[config.mk]
export PLATFORM = sky130hd
export DESIGN_NAME = mul_arbiter_flat
export DESIGN_NICKNAME = d
export VERILOG_FILES = /design/src/rtl/mul_arbiter_if.sv /design/src/rtl/mul_arbiter.sv /design/src/flat_wrapper.sv
export SDC_FILE = /design/constraint.sdc
export NUM_CORES = 1
export LEC_CHECK = 0
export CAP_MARGIN = 10
export CORE_AREA = 2 2 259 261
export CTS_CLUSTER_DIAMETER = 120
export CTS_CLUSTER_SIZE = 20
export DETAILED_ROUTE_END_ITERATION = 7
export DIE_AREA = 0 0 261 263
export SYNTH_ARGS = -nofsm -noshare
export SYNTH_HDL_FRONTEND = slang
export SYNTH_SLANG_ARGS = --single-unit
[constraint.sdc]
create_clock -name clk -period 4.6 [get_ports clk]
set_clock_uncertainty 0.1 [all_clocks]
set_input_delay 0.92 -clock clk [delete_from_list [all_inputs] [get_ports clk]]
set_output_delay 0.92 -clock clk [all_outputs]
set_load 0.01 [all_outputs]
[src/rtl/mul_arbiter_if.sv]
// Requester-side bundle for mul_arbiter: request valid/ready channels plus per-requester
// response buffers. Clients use the master modport; the arbiter uses the slave modport.
interface mul_arbiter_if #(
    parameter int NREQ = 4
);
    logic [NREQ-1:0]      req_valid;
    logic [NREQ-1:0]      req_ready;
    logic [NREQ-1:0]      req_sign;
    logic [NREQ*32-1:0]   req_x;
    logic [NREQ*32-1:0]   req_y;
    logic [NREQ-1:0]      resp_valid;
    logic [NREQ-1:0]      resp_ready;
    logic [NREQ*64-1:0]   resp_result;

    modport master (
        output req_valid, req_sign, req_x, req_y, resp_ready,
        input  req_ready, resp_valid, resp_result
    );

    modport slave (
        input  req_valid, req_sign, req_x, req_y, resp_ready,
        output req_ready, resp_valid, resp_result
    );
endinterface

[src/rtl/mul_arbiter.sv]
// Round-robin sharing of one pipelined multiplier among NREQ requesters, with ID tags and
// one-entry response buffers. Define MUL_ARB_PRIO0_EN to give requester 0 strict priority.
module mul_arbiter #(
    parameter int NREQ    = 4,
    parameter int MUL_LAT = 1,
    parameter int IDW     = $clog2(NREQ)
) (
    input  logic          clk,
    input  logic          rst,
    mul_arbiter_if.slave  bus,
    output logic          mul_sign,
    output logic [31:0]   mul_x,
    output logic [31:0]   mul_y,
    input  logic [63:0]   mul_result
);
    logic [MUL_LAT-1:0] tag_valid;
    logic [IDW-1:0]     tag_id [MUL_LAT];
    logic [IDW-1:0]     rr_ptr;
    logic [IDW-1:0]     next_ptr;
    logic [NREQ-1:0]    inflight;
    logic [NREQ-1:0]    busy;
    logic [NREQ-1:0]    elig;
    logic               grant;
    logic [IDW-1:0]     grant_id;
    logic [NREQ-1:0]    resp_valid_q;
    logic [63:0]        resp_result_q [NREQ];

    // A requester stays busy from issue until its response has been consumed.
    always_comb begin
        inflight = '0;
        for (int s = 0; s < MUL_LAT; s++) begin
            if (tag_valid[s]) begin
                inflight[tag_id[s]] = 1'b1;
            end
        end
    end

    assign busy = inflight | (resp_valid_q & ~bus.resp_ready);
    assign elig = bus.req_valid & ~busy & {NREQ{~rst}};

    always_comb begin
        int idx;
        grant    = 1'b0;
        grant_id = '0;
        idx      = 0;
        for (int off = 0; off < NREQ; off++) begin
            idx = int'(rr_ptr) + off;
            if (idx >= NREQ) begin
                idx = idx - NREQ;
            end
            if (!grant && elig[idx]) begin
                grant    = 1'b1;
                grant_id = IDW'(idx);
            end
        end
`ifdef MUL_ARB_PRIO0_EN
        if (elig[0]) begin
            grant    = 1'b1;
            grant_id = '0;
        end
`endif
    end

    assign next_ptr      = (grant_id == IDW'(NREQ - 1)) ? '0 : grant_id + 1'b1;
    assign bus.req_ready = grant ? (NREQ'(1) << grant_id) : '0;
    assign mul_sign      = grant ? bus.req_sign[grant_id] : 1'b0;
    assign mul_x         = grant ? bus.req_x[32*grant_id +: 32] : 32'd0;
    assign mul_y         = grant ? bus.req_y[32*grant_id +: 32] : 32'd0;

    always_ff @(posedge clk) begin
        if (rst) begin
            rr_ptr       <= '0;
            tag_valid    <= '0;
            resp_valid_q <= '0;
            for (int s = 0; s < MUL_LAT; s++) begin
                tag_id[s] <= '0;
            end
            for (int k = 0; k < NREQ; k++) begin
                resp_result_q[k] <= '0;
            end
        end else begin
            if (grant) begin
`ifdef MUL_ARB_PRIO0_EN
                if (grant_id != '0) begin
                    rr_ptr <= next_ptr;
                end
`else
                rr_ptr <= next_ptr;
`endif
            end
            tag_valid[0] <= grant;
            tag_id[0]    <= grant_id;
            for (int s = 1; s < MUL_LAT; s++) begin
                tag_valid[s] <= tag_valid[s-1];
                tag_id[s]    <= tag_id[s-1];
            end
            // The busy rule guarantees a completion never meets a pending consume for the same buffer.
            for (int k = 0; k < NREQ; k++) begin
                if (tag_valid[MUL_LAT-1] && (tag_id[MUL_LAT-1] == IDW'(k))) begin
                    resp_valid_q[k]  <= 1'b1;
                    resp_result_q[k] <= mul_result;
                end else if (resp_valid_q[k] && bus.resp_ready[k]) begin
                    resp_valid_q[k]  <= 1'b0;
                end
            end
        end
    end

    assign bus.resp_valid = resp_valid_q;

    for (genvar i = 0; i < NREQ; i++) begin : g_resp
        assign bus.resp_result[64*i +: 64] = resp_result_q[i];
    end
endmodule
[src/flat_wrapper.sv]
// flat-port wrapper written by rule: the top's interface ports become plain ports
module mul_arbiter_flat 
#(
    parameter int NREQ    = 4,
    parameter int MUL_LAT = 1,
    parameter int IDW     = $clog2(NREQ)
)
  (clk, rst, mul_sign, mul_x, mul_y, mul_result, bus_req_valid, bus_req_sign, bus_req_x, bus_req_y, bus_resp_ready, bus_req_ready, bus_resp_valid, bus_resp_result);
  mul_arbiter_if #(.NREQ(NREQ)) bus_i ();
  input  logic clk;
  input  logic rst;
  output logic mul_sign;
  output logic [31:0] mul_x;
  output logic [31:0] mul_y;
  input  logic [63:0] mul_result;
  input wire logic [$bits(bus_i.req_valid)-1:0] bus_req_valid;
  input wire logic [$bits(bus_i.req_sign)-1:0] bus_req_sign;
  input wire logic [$bits(bus_i.req_x)-1:0] bus_req_x;
  input wire logic [$bits(bus_i.req_y)-1:0] bus_req_y;
  input wire logic [$bits(bus_i.resp_ready)-1:0] bus_resp_ready;
  output wire logic [$bits(bus_i.req_ready)-1:0] bus_req_ready;
  output wire logic [$bits(bus_i.resp_valid)-1:0] bus_resp_valid;
  output wire logic [$bits(bus_i.resp_result)-1:0] bus_resp_result;
  assign bus_i.req_valid = bus_req_valid;
  assign bus_i.req_sign = bus_req_sign;
  assign bus_i.req_x = bus_req_x;
  assign bus_i.req_y = bus_req_y;
  assign bus_i.resp_ready = bus_resp_ready;
  assign bus_req_ready = bus_i.req_ready;
  assign bus_resp_valid = bus_i.resp_valid;
  assign bus_resp_result = bus_i.resp_result;
  mul_arbiter #(.NREQ(NREQ), .MUL_LAT(MUL_LAT), .IDW(IDW)) u_core (.clk(clk), .rst(rst), .bus(bus_i), .mul_sign(mul_sign), .mul_x(mul_x), .mul_y(mul_y), .mul_result(mul_result));
endmodule
After elaboration in Yosys (flattened, before gate mapping)
Memory sizes are Yosys's and may differ from the RTL's. Cells that the tools add are included.

$mul: 0. Div/mod/pow operators: 0. Mux-type cells: 63. Add/sub/neg operators: 8. Equal/unequal tests: 4. Shift-type cells: 3. Order comparisons: 11. Reductions and logical operators: 21. Bitwise logic cells: 11.

Operators with widths (count): 2-to-1 mux 64 bit (4); indexed part select 128 x 8 -> 32 bit (2); 2-to-1 mux 32 bit (6); < comparator 32 x 4 -> 1 bit (second input constant) (4); >= comparator 32 x 4 -> 1 bit (second input constant) (3); subtractor 32 x 4 -> 32 bit (second input constant) (3); 2-to-1 mux 1 bit (39); bitwise AND 4 bit (3); logical AND 1 bit (12); 2-to-1 mux 2 bit (6); binary-select mux 1 bit (select 2 bit) (5); 2-to-1 mux 4 bit (2); NOT 4 bit (2); nonzero test 2 bit (4); adder 2 x 2 -> 3 bit (second input constant) (2); == test 2 bit (second input constant) (3); < comparator 2 x 3 -> 1 bit (second input constant) (2); OR 1 bit (4); OR 4 bit (1); << shifter 1 x 2 -> 4 bit (first input constant) (1); subtractor 2 x 3 -> 4 bit (second input constant) (1); adder 2 x 1 -> 3 bit (second input constant) (1); >= comparator 2 x 3 -> 1 bit (second input constant) (1); zero test 1 bit (3); 7 further kinds (7).

Memories: 2. Register bits after elaboration: 7. Output and inout port bits: 329. ROM bits: 0. Memory bits (writable): 258. Latch bits: 0. Logic and storage cells: 129. Bits of input ports: 334.

Memories: u_core.resp_result_q (depth 4, width 64, read ports 4, clocked after Yosys merged registers in 0, wr ports 4, RTL line mul_arbiter.sv:26) `logic [63:0] resp_result_q [NREQ];`; u_core.tag_id (depth 1, width 2, read ports 1, clocked after Yosys merged registers in 0, wr ports 1, RTL line mul_arbiter.sv:17) `logic [IDW-1:0] tag_id [MUL_LAT];`.

Longest topological paths before layout
An unclocked memory read counts as a cell.

Depth in word-level cells: 26. Mapped depth: 9. Mapped depth without buffers: 8.

Worst setup path after synthesis
Ideal clock, no wire load.

Path kind: input port to output port. Start point: input port bus_resp_ready[3]. End point: output port bus_req_ready[0]. Buffers on the path: 2. Cell stages on the path: 8. Arrival: 2.428 ns. Required time: 3.580 ns. Slack: 1.152 ns. Path through: nand2b_1 -> and3_1 -> a41o_1 -> o2111ai_2 -> buf_4 -> buf_2 -> ha_1 -> and3_1.

Longest elaborated chain between the ends: 21. Elaborated cells on any way between the ends: 34. Classes of those cells: shift (1); mux (21); bitwise (6); reduce/logical (6).

RTL lines: start: declaration (RTL line flat_wrapper.sv:20) `input wire logic [$bits(bus_i.resp_ready)-1:0] bus_resp_ready;`; NOT 4 bit (*) (RTL line mul_arbiter.sv:38) `assign busy = inflight | (resp_valid_q & ~bus.resp_ready);`; bitwise AND 4 bit (*) (RTL line mul_arbiter.sv:38); OR 4 bit (*) (RTL line mul_arbiter.sv:38); NOT 4 bit (*) (RTL line mul_arbiter.sv:39) `assign elig = bus.req_valid & ~busy & {NREQ{~rst}};`; bitwise AND 4 bit (*) (2 in series) (RTL line mul_arbiter.sv:39); binary-select mux 1 bit (select 2 bit) (RTL line mul_arbiter.sv:51) `if (!grant && elig[idx]) begin`; 2-to-1 mux 1 bit (implied by the code) (2 in series) (RTL line mul_arbiter.sv:51); 2-to-1 mux 1 bit (RTL line mul_arbiter.sv:51); [3 not listed]; zero test 1 bit (RTL line mul_arbiter.sv:51); logical AND 1 bit (RTL line mul_arbiter.sv:51); 2-to-1 mux 1 bit (RTL line mul_arbiter.sv:51); zero test 1 bit (RTL line mul_arbiter.sv:51); logical AND 1 bit (RTL line mul_arbiter.sv:51); 2-to-1 mux 2 bit (RTL line mul_arbiter.sv:51); << shifter 1 x 2 -> 4 bit (RTL line mul_arbiter.sv:65) `assign bus.req_ready = grant ? (NREQ'(1) << grant_id) : '0;`; 2-to-1 mux 4 bit (*) (RTL line mul_arbiter.sv:65); end: declaration (RTL line flat_wrapper.sv:21) `output wire logic [$bits(bus_i.req_ready)-1:0] bus_req_ready;`.

Every way passes the cells marked *; elsewhere a longest branch is shown, timed or not. The select of a mux whose other input is x is not followed.

Worst setup path after layout
Start point: input port bus_resp_ready[0]. End point: output port mul_y[13].

Longest elaborated chain between the ends: 21. Elaborated cells on any way between the ends: 34. Classes of those cells: shift (1); mux (21); bitwise (6); reduce/logical (6).

RTL lines: NOT 4 bit (*) (RTL line mul_arbiter.sv:38); bitwise AND 4 bit (*) (RTL line mul_arbiter.sv:38); OR 4 bit (*) (RTL line mul_arbiter.sv:38); NOT 4 bit (*) (RTL line mul_arbiter.sv:39); bitwise AND 4 bit (*) (2 in series) (RTL line mul_arbiter.sv:39); binary-select mux 1 bit (select 2 bit) (RTL line mul_arbiter.sv:51); 2-to-1 mux 1 bit (implied by the code) (2 in series) (RTL line mul_arbiter.sv:51); 2-to-1 mux 1 bit (RTL line mul_arbiter.sv:51); [3 not listed]; zero test 1 bit (RTL line mul_arbiter.sv:51); logical AND 1 bit (RTL line mul_arbiter.sv:51); 2-to-1 mux 1 bit (RTL line mul_arbiter.sv:51); zero test 1 bit (RTL line mul_arbiter.sv:51); logical AND 1 bit (RTL line mul_arbiter.sv:51); 2-to-1 mux 2 bit (RTL line mul_arbiter.sv:51); indexed part select 128 x 8 -> 32 bit (RTL line mul_arbiter.sv:68) `assign mul_y = grant ? bus.req_y[32*grant_id +: 32] : 32'd0;`; 2-to-1 mux 32 bit (*) (RTL line mul_arbiter.sv:68); end: declaration (RTL line flat_wrapper.sv:14) `output logic [31:0] mul_y;`.

Marks and branches as above.

==> impl_metrics.json <==
{
  "gr-usage-all-layers_pct": 15.2,
  "critPathLaunch": "bus_resp_ready[0]",
  "core_sq_mm": 0.0656,
  "final_cells": 2391,
  "cts_max_level": 1,
  "intPower_mw": 4.50,
  "path_clk_slew_ns": 0.08,
  "first_iter_violations": 511,
  "async_reset_ff_share_pct": 0,
  "drive_gt1_share_pct": 11.3,
  "die_w_um": 261,
  "yosysTopAreaCell": "edfxtp_1",
  "maxSlewHeadroom_pct": 48.7,
  "crit-reg2reg-launch": "u_core.tag_id[0][0]$_SDFF_PP0_",
  "path_max_fanout": 18,
  "die_h_um": 263,
  "avgSynthCellArea_sq_um": 14.1,
  "synth_top_area_share_pct": 64.4,
  "path_class": "in2out",
  "rsz0062_at_grt": "true",
  "synth.ff_latch_count": 265,
  "dpl.cell_count": 2357,
  "crit_arrival_ns": 3.56,
  "syn_to_final_growth_pct": 73.5,
  "ys_types": 35,
  "switching_share_pct": 27.4,
  "status": "complete, no violations",
  "cts_num_sinks": 265,
  "max_freq_ghz": 0.218,
  "synth_area_sq_mm": 0.0119,
  "ys_top_cells_by_area": "edfxtp_1, and2_1, a221oi_2",
  "clock_path_buffers": 3,
  "required_ns": 3.58,
  "layout_min_cycle_time_ns": 4.58,
  "worst_pin_slew_ns": 0.770,
  "fillers": 6506,
  "tns_ns": 0,
  "routedWlPerCell_um": 22.9,
  "syn-num-nets": 1183,
  "seqPwrFrac_pct": 46.4,
  "ys_seq_area_share_pct": 65.9,
  "cts_tree": "built",
  "drc": 0,
  "grt_pass1_wl_um": 75100,
  "cp-start-kind": "input pin",
  "p_leak_nw": 7.57,
  "dpl.hpwl_um": 43600,
  "maxCapViolCount": 0,
  "place.port_buffers": 662,
  "vias": 9955,
  "grt_pass1_vias": 10300,
  "cts-root-buf": "clkbuf_16",
  "finalHoldViolCount": 0,
  "ios": 663,
  "yosysWarnings": 0,
  "rows": 94,
  "gp_congestion": 0.909,
  "nNetsFinal": 1855,
  "hold_class": "reg2reg",
  "antenna_left": 0,
  "synth_top_flop_cell": "edfxtp_1",
  "holdBufCountCts": 0,
  "grt_max_degree": 65,
  "ir_worst_vdd_uv": 171,
  "totalWireLength_um": 54800,
  "clk_latency_ns": 0.52,
  "drt-vias-per-instance": 4.16,
  "setup_viol": 0,
  "setup_ws_ns": 0.0162,
  "powerDensity_mw_per_mm2": 299,
  "drv_slew": 0,
  "antenna_found_initial": 30,
  "floorplan.initialDensity_pct": 18.2,
  "synth_cells": 845,
  "power_frac_comb_pct": 30.2,
  "finalCritPeriodShare_pct": 99.6,
  "clkPwrFrac_pct": 23.3,
  "numCtsBuffers": 17,
  "end_kind": "output pin",
  "synth_edf_count": 256,
  "grt_overflow": 0,
  "pre_cts_ws_ns": -0.0239,
  "first_pass_iters": 6,
  "p_switching_mw": 1.70,
  "hold_start": "u_core.bus.resp_valid[3]$_SDFFE_PP0P_",
  "hold_slack_ns": 0.436,
  "die_area_sq_mm": 0.0686
}
through the flow:
stage               utilization (%)  area (sq um)  power, mW
floorplan                         -         11900       3.53
detailed placement             30.7         20100       4.82
CTS                            31.4         20600       6.28
global placement               30.7         20100       4.81
finish                         31.6         20700       6.20
global route                   31.6         20700       6.44
timing repair:
action                                  4_1_cts  5_1_grt
gates cloned                                  0        1
buffers inserted                              0        4
pin swaps                                     0        3
endpoints found under the setup margin        4       37
resized for setup                             1       16
layer usage:
metal | vias up | track usage, % | part of all wire [%]
met5 | - | 0 | 0.099
met4 | 8 | 6.89 | 4.7
met3 | 110 | 2.82 | 6.5
met2 | 554 | 30.1 | 55
met1 | 4753 | 15.0 | 33
li1 | 4530 | - | -
cell type report:
class | count | area (sq um) | share of cell area, %
tap | 864 | 1080 | 5.22
clock inverter | 2 | 25.0 | 0.121
timing repair buffer | 724 | 7460 | 36.0
inverter | 7 | 26.3 | 0.127
antenna | 9 | 22.5 | 0.109
sequential | 265 | 7870 | 38.0
clock buffer | 18 | 429 | 2.07
multi-input combinational | 502 | 3800 | 18.3
cells in the final DEF, fill, tap and decap left out, drive strengths merged, types with 2 or more instances in the layout:
| cell | synthesis | final |
|---|---|---|
| diode | 0 | 9 |
| nand2 | 7 | 7 |
| buf | 30 | 76 |
| edfxtp | 256 | 256 |
| nand3 | 6 | 6 |
| dlymetal6s2s | 0 | 9 |
| nand2b | 4 | 4 |
| clkdlybuf4s50 | 0 | 638 |
| and2 | 256 | 256 |
| nand3b | 2 | 2 |
| a22oi | 65 | 65 |
| a21oi | 70 | 70 |
| and3 | 6 | 6 |
| a221oi | 65 | 65 |
| o2111ai | 2 | 2 |
| nor4bb | 2 | 2 |
| dfxtp | 9 | 9 |
| inv | 7 | 9 |
| clkbuf | 41 | 19 |
| ha | 4 | 4 |
| nor3 | 2 | 2 |
| a2bb2oi | 2 | 2 |
kinds of logic (layout without fill, tap and decap cells):
logic type	count (synthesis)	after routing	share of synthesized area (%)
buffers and inverters	78	751	3.22
AOI/OAI and AO/OA	208	208	15.2
DFF	265	265	65.9
other	0	9	0
adders and majority gates	4	4	0.419
and+or+nand+nor	290	290	15.3
power by group through the flow:
| stage | logic, mW | clock network, mW | registers [mW] |
|---|---|---|---|
| 4_1_cts | 1.89 | 1.51 | 2.88 |
| 5_1_grt | 1.98 | 1.57 | 2.90 |
| 6_report | 1.87 | 1.45 | 2.88 |
| 2_1_floorplan | 0.510 | 0 | 3.02 |
| 3_5_place_dp | 1.88 | 0 | 2.94 |
| 3_3_place_gp | 1.88 | 0 | 2.93 |
sequential cells by signal, indices dropped and copies added (netlist names):
signal	count
u_core.resp_result_q	256
u_core.tag_id	2
u_core.tag_valid	1
u_core.bus.resp_valid	4
u_core.rr_ptr	2
synthesized netlist by cell type, types with 2 or more instances:
master,n
a21oi_1,62
a21oi_2,8
a221oi_1,20
a221oi_2,45
a22oi_1,65
and2_1,256
and3_1,6
buf_2,19
buf_4,4
buf_6,7
clkbuf_1,41
dfxtp_1,9
edfxtp_1,256
ha_1,4
inv_1,4
inv_2,3
nand2_1,7
nand2b_1,4
nand3_1,6
nand3b_1,2
nor4bb_1,2
o2111ai_2,2
final timing paths:
check                                     endpoint  slack, ns  cells after the start
max reg2reg          u_core.rr_ptr[1]$_SDFFE_PP0P_       2.13                      9
min reg2reg  u_core.bus.resp_valid[3]$_SDFFE_PP0P_       0.44                      2
min          u_core.bus.resp_valid[3]$_SDFFE_PP0P_       0.44                      2
max                                      mul_y[13]       0.02                      9
worst max-delay path: stages:
cell and delay, ns:
clkdlybuf4s50_1 0.44, nand2b_1 0.19, o2111ai_2 0.16, a2bb2oi_2 0.29, o211a_4 0.31, buf_4 0.28, a221oi_1 0.12, a21oi_1 0.24
clkdlybuf4s50_1 0.62
Power figures use the tool's default switching activity.
